[config.mk]
export PLATFORM = sky130hd
export DESIGN_NAME = hazard_ctrl
export DESIGN_NICKNAME = d
export VERILOG_FILES = /design/src/rtl/hazard_pkg.sv /design/src/rtl/hazard_ctrl_sat_counter.sv /design/src/rtl/hazard_ctrl.sv
export SDC_FILE = /design/constraint.sdc
export NUM_CORES = 1
export LEC_CHECK = 0
export BUFFER_PORTS_ARGS = -buffer_cell sky130_fd_sc_hd__buf_2
export CORE_MARGIN = 2
export CORE_UTILIZATION = 38
export CTS_BUF_LIST = sky130_fd_sc_hd__clkbuf_8
export CTS_CLUSTER_SIZE = 30
export DETAILED_ROUTE_END_ITERATION = 8
export GPL_TIMING_DRIVEN = 0
export HOLD_SLACK_MARGIN = 0.02
export PLACE_DENSITY = 0.63
export REMOVE_ABC_BUFFERS = 1
export SYNTH_ARGS = -nofsm -noshare
export SYNTH_HDL_FRONTEND = slang
export SYNTH_SLANG_ARGS = --single-unit
[constraint.sdc]
create_clock -name clk -period 8.05 [get_ports clk]
set_input_delay 0.4025 -clock clk [delete_from_list [all_inputs] [get_ports clk]]
set_output_delay 0.4025 -clock clk [all_outputs]
set_load 0.05 [all_outputs]
[src/rtl/hazard_pkg.sv]
// Shared definitions for the RV32I pipeline sequencing controller: FSM state
// encoding, the flush NOP, opcode constants and the load-use hazard test.
package hazard_pkg;

  typedef enum logic [1:0] {
    RUN      = 2'b00,
    MEM_WAIT = 2'b01,
    FAULT    = 2'b10
  } hz_state_e;

  // addi x0, x0, 0 -- written into a stage register when it is flushed
  localparam logic [31:0] NOP_INSN = 32'h0000_0013;

  localparam logic [6:0] OPC_LOAD   = 7'b000_0011;
  localparam logic [6:0] OPC_STORE  = 7'b010_0011;
  localparam logic [6:0] OPC_BRANCH = 7'b110_0011;
  localparam logic [6:0] OPC_JAL    = 7'b110_1111;
  localparam logic [6:0] OPC_JALR   = 7'b110_0111;
  localparam logic [6:0] OPC_OP     = 7'b011_0011;
  localparam logic [6:0] OPC_OP_IMM = 7'b001_0011;
  localparam logic [6:0] OPC_LUI    = 7'b011_0111;
  localparam logic [6:0] OPC_AUIPC  = 7'b001_0111;

  // x0 never carries a dependency, so a load targeting it cannot hazard
  function automatic logic load_use_hit(input logic [4:0] rs1,
                                        input logic [4:0] rs2,
                                        input logic       uses_rs1,
                                        input logic       uses_rs2,
                                        input logic [4:0] rd,
                                        input logic       mem_read);
    return mem_read && (rd != 5'd0) &&
           ((uses_rs1 && (rs1 == rd)) || (uses_rs2 && (rs2 == rd)));
  endfunction

endpackage

[src/rtl/hazard_ctrl_sat_counter.sv]
// Saturating up-counter with synchronous clear; holds at all-ones.
module sat_counter #(
  parameter int W = 16
) (
  input  logic         clk,
  input  logic         inc,
  input  logic         clr,
  output logic [W-1:0] value
);

  logic [W-1:0] value_q;
  logic [W-1:0] value_d;

  always_comb begin
    value_d = value_q;
    if (clr) begin
      value_d = '0;
    end else if (inc && (value_q != {W{1'b1}})) begin
      value_d = value_q + W'(1);
    end
  end

  always_ff @(posedge clk) begin
    value_q <= value_d;
  end

  assign value = value_q;

endmodule

[src/rtl/hazard_ctrl.sv]
// Pipeline sequencing controller: load-use stall, EX redirect flush,
// memory-wait freeze with timeout watchdog, and saturating event counters.
module hazard_ctrl
  import hazard_pkg::*;
#(
  parameter int CNT_W       = 16,
  parameter int MEM_TIMEOUT = 255
) (
  input  logic             clk,
  input  logic             reset,
  input  logic [4:0]       id_rs1_addr,
  input  logic [4:0]       id_rs2_addr,
  input  logic             id_uses_rs1,
  input  logic             id_uses_rs2,
  input  logic [4:0]       ex_rd_addr,
  input  logic             ex_mem_read,
  input  logic             ex_redirect,
  input  logic             mem_req,
  input  logic             mem_ack,
  output logic             pc_write,
  output logic             ifid_write,
  output logic             idex_write,
  output logic             exmem_write,
  output logic             ifid_flush,
  output logic             idex_flush,
  output logic             memwb_bubble,
  output logic             fault,
  output logic [CNT_W-1:0] stall_count,
  output logic [CNT_W-1:0] flush_count,
  output logic [1:0]       state
);

  // Handshake: the MEM access completes in the cycle where mem_req and
  // mem_ack are both high; mem_ack alone carries no meaning.

  localparam logic [CNT_W:0] TIMEOUT = (CNT_W+1)'(MEM_TIMEOUT);

  hz_state_e        state_q, state_d;
  logic [CNT_W-1:0] wait_q, wait_d;
  logic             fault_q, fault_d;
  logic [CNT_W:0]   wait_inc;
  logic [CNT_W-1:0] wait_base;
  logic             load_use;
  logic             hold;
  logic             stall_inc;
  logic             flush_inc;

  assign load_use = load_use_hit(id_rs1_addr, id_rs2_addr, id_uses_rs1,
                                 id_uses_rs2, ex_rd_addr, ex_mem_read);

  always_comb begin
    pc_write     = 1'b1;
    ifid_write   = 1'b1;
    idex_write   = 1'b1;
    exmem_write  = 1'b1;
    ifid_flush   = 1'b0;
    idex_flush   = 1'b0;
    memwb_bubble = 1'b0;
    stall_inc    = 1'b0;
    flush_inc    = 1'b0;
    hold         = 1'b0;
    wait_base    = '0;
    wait_inc     = '0;
    state_d      = state_q;
    wait_d       = wait_q;
    fault_d      = fault_q;

    if (reset) begin
      pc_write     = 1'b0;
      ifid_write   = 1'b0;
      idex_write   = 1'b0;
      exmem_write  = 1'b0;
      ifid_flush   = 1'b1;
      idex_flush   = 1'b1;
      memwb_bubble = 1'b1;
      state_d      = RUN;
      wait_d       = '0;
      fault_d      = 1'b0;
    end else begin
      case (state_q)
        RUN, MEM_WAIT: begin
          if (state_q == MEM_WAIT) begin
            hold      = !(mem_req && mem_ack);
            wait_base = wait_q;
          end else begin
            hold      = mem_req && !mem_ack;
          end

          if (hold) begin
            pc_write     = 1'b0;
            ifid_write   = 1'b0;
            idex_write   = 1'b0;
            exmem_write  = 1'b0;
            memwb_bubble = 1'b1;
            stall_inc    = 1'b1;
            // The first frozen cycle (still in RUN) counts toward the timeout
            wait_inc     = {1'b0, wait_base} + (CNT_W+1)'(1);
            if (wait_inc >= TIMEOUT) begin
              state_d = FAULT;
              wait_d  = '0;
              fault_d = 1'b1;
            end else begin
              state_d = MEM_WAIT;
              wait_d  = wait_inc[CNT_W-1:0];
            end
          end else begin
            state_d = RUN;
            wait_d  = '0;
            // A redirect wins over load-use: the ID instruction is wrong-path
            if (ex_redirect) begin
              ifid_flush = 1'b1;
              idex_flush = 1'b1;
              flush_inc  = 1'b1;
            end else if (load_use) begin
              pc_write   = 1'b0;
              ifid_write = 1'b0;
              idex_flush = 1'b1;
              stall_inc  = 1'b1;
            end
          end
        end

        FAULT: begin
          pc_write     = 1'b0;
          ifid_write   = 1'b0;
          idex_write   = 1'b0;
          exmem_write  = 1'b0;
          memwb_bubble = 1'b1;
          fault_d      = 1'b1;
        end

        default: begin
          state_d = RUN;
          wait_d  = '0;
        end
      endcase
    end
  end

  always_ff @(posedge clk) begin
    state_q <= state_d;
    wait_q  <= wait_d;
    fault_q <= fault_d;
  end

  sat_counter #(.W(CNT_W)) u_stall_cnt (
    .clk   (clk),
    .inc   (stall_inc),
    .clr   (reset),
    .value (stall_count)
  );

  sat_counter #(.W(CNT_W)) u_flush_cnt (
    .clk   (clk),
    .inc   (flush_inc),
    .clr   (reset),
    .value (flush_count)
  );

  assign fault = fault_q;
  assign state = state_q;

endmodule

==> qor.csv <==
metric,value,unit
status,completed,
die_w,89.98,um
setup_slack,4.585,ns
nets,429,
swShare,27.43,%
critical_path.cell_chain,"nor2b_1, nand2_1, inv_1, ha_1, nand3_1, nor4_1, mux2i_1, nor4_4, a21boi_4, a32o_2",
synth.cell_area,2809,um2
ys.flop_type,dfxtp_1,
pre_cts_ws,4.569,ns
dp.cells,494,
mostFrequentLayoutCells,"buf_2 (64), dfxtp_1 (51), nand2_1 (36)",
clockBufferDepth,2,
fin_cells,502,
numCtsBuffers,5,
grt_pass1_wl,11450,um
grt_use_met2,27.71,%
startpoint_type,flip-flop,
busiest_layer,met2,
synth_edf_count,0,
async_flop_share,0,%
max-slew-margin-rel,32.43,%
p_leak,1.259,nW
dr_total_vias,2691,
synth_top_area_share,36.35,%
start_util,38.94,%
firstDrtPassIters,4,
clk_latency,0.30,ns
synth_area_leaders,"dfxtp_1 (36%), nand2_1 (4.8%), xnor2_1 (4.4%)",
core-area,7214,um2
final_common_cell,buf_2,
power_frac_clock,32.6,%
die_y,89.98,um
max-cap-violations,0,
diodes,0,
viasPerCell,5.361,
routedWlPerCell,13.16,um
cp_max_fo,10,
rsz0062_at_grt,no,
drtAntennaViolNets,0,
synth_cells,346,
clkTransAtPathRegs,0.09,ns
crit_path_end_kind,flip-flop,
synth.distinct_cells,56,
synth-seq-cells,51,
grt_max_degree,41,
design_power_total,0.0004712,W
yosysTopAreaCell,dfxtp_1,
setup_violations,0,
yosysWarnings,0,
max_freq,288.6,MHz
ir_worst_vdd,0.09557,mV
crit_slowest_cell,nor2b_1,
io_pins,65,
crit_path_max_incr_delay,0.61,ns
avgSynthCellArea,8.118,um2
netSwitchingPower,0.0001293,W
met1_usage,21.76,%
h-tree-depth,2,
rows,31,
ctsHoldBuffers,0,
grt_overflow,0,
drtIter0Drc,121,
clock-sinks,51,
min_path_type,reg -> reg,
routed_wl,6605,um
ff2ff_path_depth,10,
grt_util_all_layers,16.74,%
critPathBufInv,1,
die_area,8096,um2
crit_type,reg -> reg,
place_congestion,0.8359,
io_buffers,64,
drv_slew,0,
cts_tree,yes,
worstMarginPinSlew,1.013,ns
area_delta_synth_final,16.08,%
worstPathRequired,8.29,ns
synth_seq_area_share,36.35,%
cts_root_buffer,clkbuf_8,
grt_pass1_vias,2536,
combPwrFrac,12.6,%
cts_resized,0,
arrival,3.71,ns
internal_power,0.0003420,W
drc,0,
post-route-util,45.20,%
cp_top_family,simple AND/OR/NAND/NOR gates,
finalHoldViolations,0,
antenna_found_initial,0,
power_density,144.5,nW/um2
layout-drive-gt1-share,20.84,%
period_share,43.04,%
post-route-min-period,3.465,ns
path_depth,10,
fin_setup_tns,0,ns
dp_hpwl,4782,um
hold-path-cell-count,2,
post_cts.repair.setup_buffers,0,
fin_skew,0.005345,ns
grt_use_met3,4.275,%
p_seq_share,54.8,%
==> cells by family (layout without fill, tap and decap cells) <==
logic type / after synthesis / count (layout) / synth area share, %
simple gates: 160 / 160 / 30.47
compound gates: 76 / 76 / 17.64
flops: 51 / 51 / 36.35
buf+inv: 27 / 84 / 4.899
xor+xnor: 25 / 25 / 7.795
fa+ha+maj: 4 / 4 / 1.782
mux: 3 / 3 / 1.069
==> power groups by stage <==
stage	Sequential, W	Combinational, W	Clock [W]
after CTS	0.000258	0.0000597	0.000159
after detailed placement	0.000264	0.0000596	0
after global routing	0.000259	0.0000646	0.000174
after floorplan	0.000271	0.0000312	0
final	0.000258	0.0000592	0.000154
after global placement	0.000264	0.0000585	0
==> final cells by class <==
| cell class | count | area (um2) |
|---|---|---|
| fillers | 749 | 3954 |
| clock buffers | 6 | 82.58 |
| repair buffers | 64 | 320.3 |
| well taps | 99 | 123.9 |
| inverters | 12 | 45.04 |
| flip-flops and latches | 51 | 1021 |
| multi-input cells | 268 | 1655 |
| clock inverters | 2 | 12.51 |
==> metal layers <==
layer	vias up	routed length [um]
li1	1375	-
met1	1229	3159
met2	83	2925
met3	4	476
met4	0	43
met5	-	0
==> flip-flops by register name, summed over array words and instances, names as in the netlist <==
signal,cells
fault,1
wait_q,16
state,2
u_flush_cnt.value,16
u_stall_cnt.value,16
==> Yosys cell counts (all sizes together) (2+ instances only) <==
cell type and instances:
or3 15, nand4 10, mux2i 3, dfxtp 51, o211ai 6, and3 7
o21ai 23, a21o 2, o31ai 6, a22oi 2, or2 2, or4 6
and2 11, nand2b 2, nand3 22, buf 7, xor2 11, xnor2 14
nor2 23, inv 12, a21oi 21, nor3 10, ha 4, nand2 36
o21bai 2, a31oi 2, clkbuf 8, nor4 10, and4 3
==> tightest hold or removal path: stages, from the launching register on <==
cell,delay (ns)
dfxtp_1,0.33
o31ai_1,0.06
a21oi_1,0.06
==> worst paths after layout <==
kind	startpoint	end	slack [ns]
setup / recovery	state[0]	wait_q[0]	4.59
hold / removal	u_stall_cnt.value[9]	u_stall_cnt.value[9]	0.49
setup reg to reg	state[0]	wait_q[0]	4.59
hold reg to reg	u_stall_cnt.value[9]	u_stall_cnt.value[9]	0.49
==> per-stage QoR <==
step	instance area (um2)	hold WS, ns
4_1_cts	3261	0.4983
5_1_grt	3261	0.5270
3_5_place_dp	3166	0.4840
3_3_place_gp	3161	0.4695
2_1_floorplan	2716	0.4515
6_report	3261	0.4927
No activity file was read; power rests on OpenSTA's default activity.
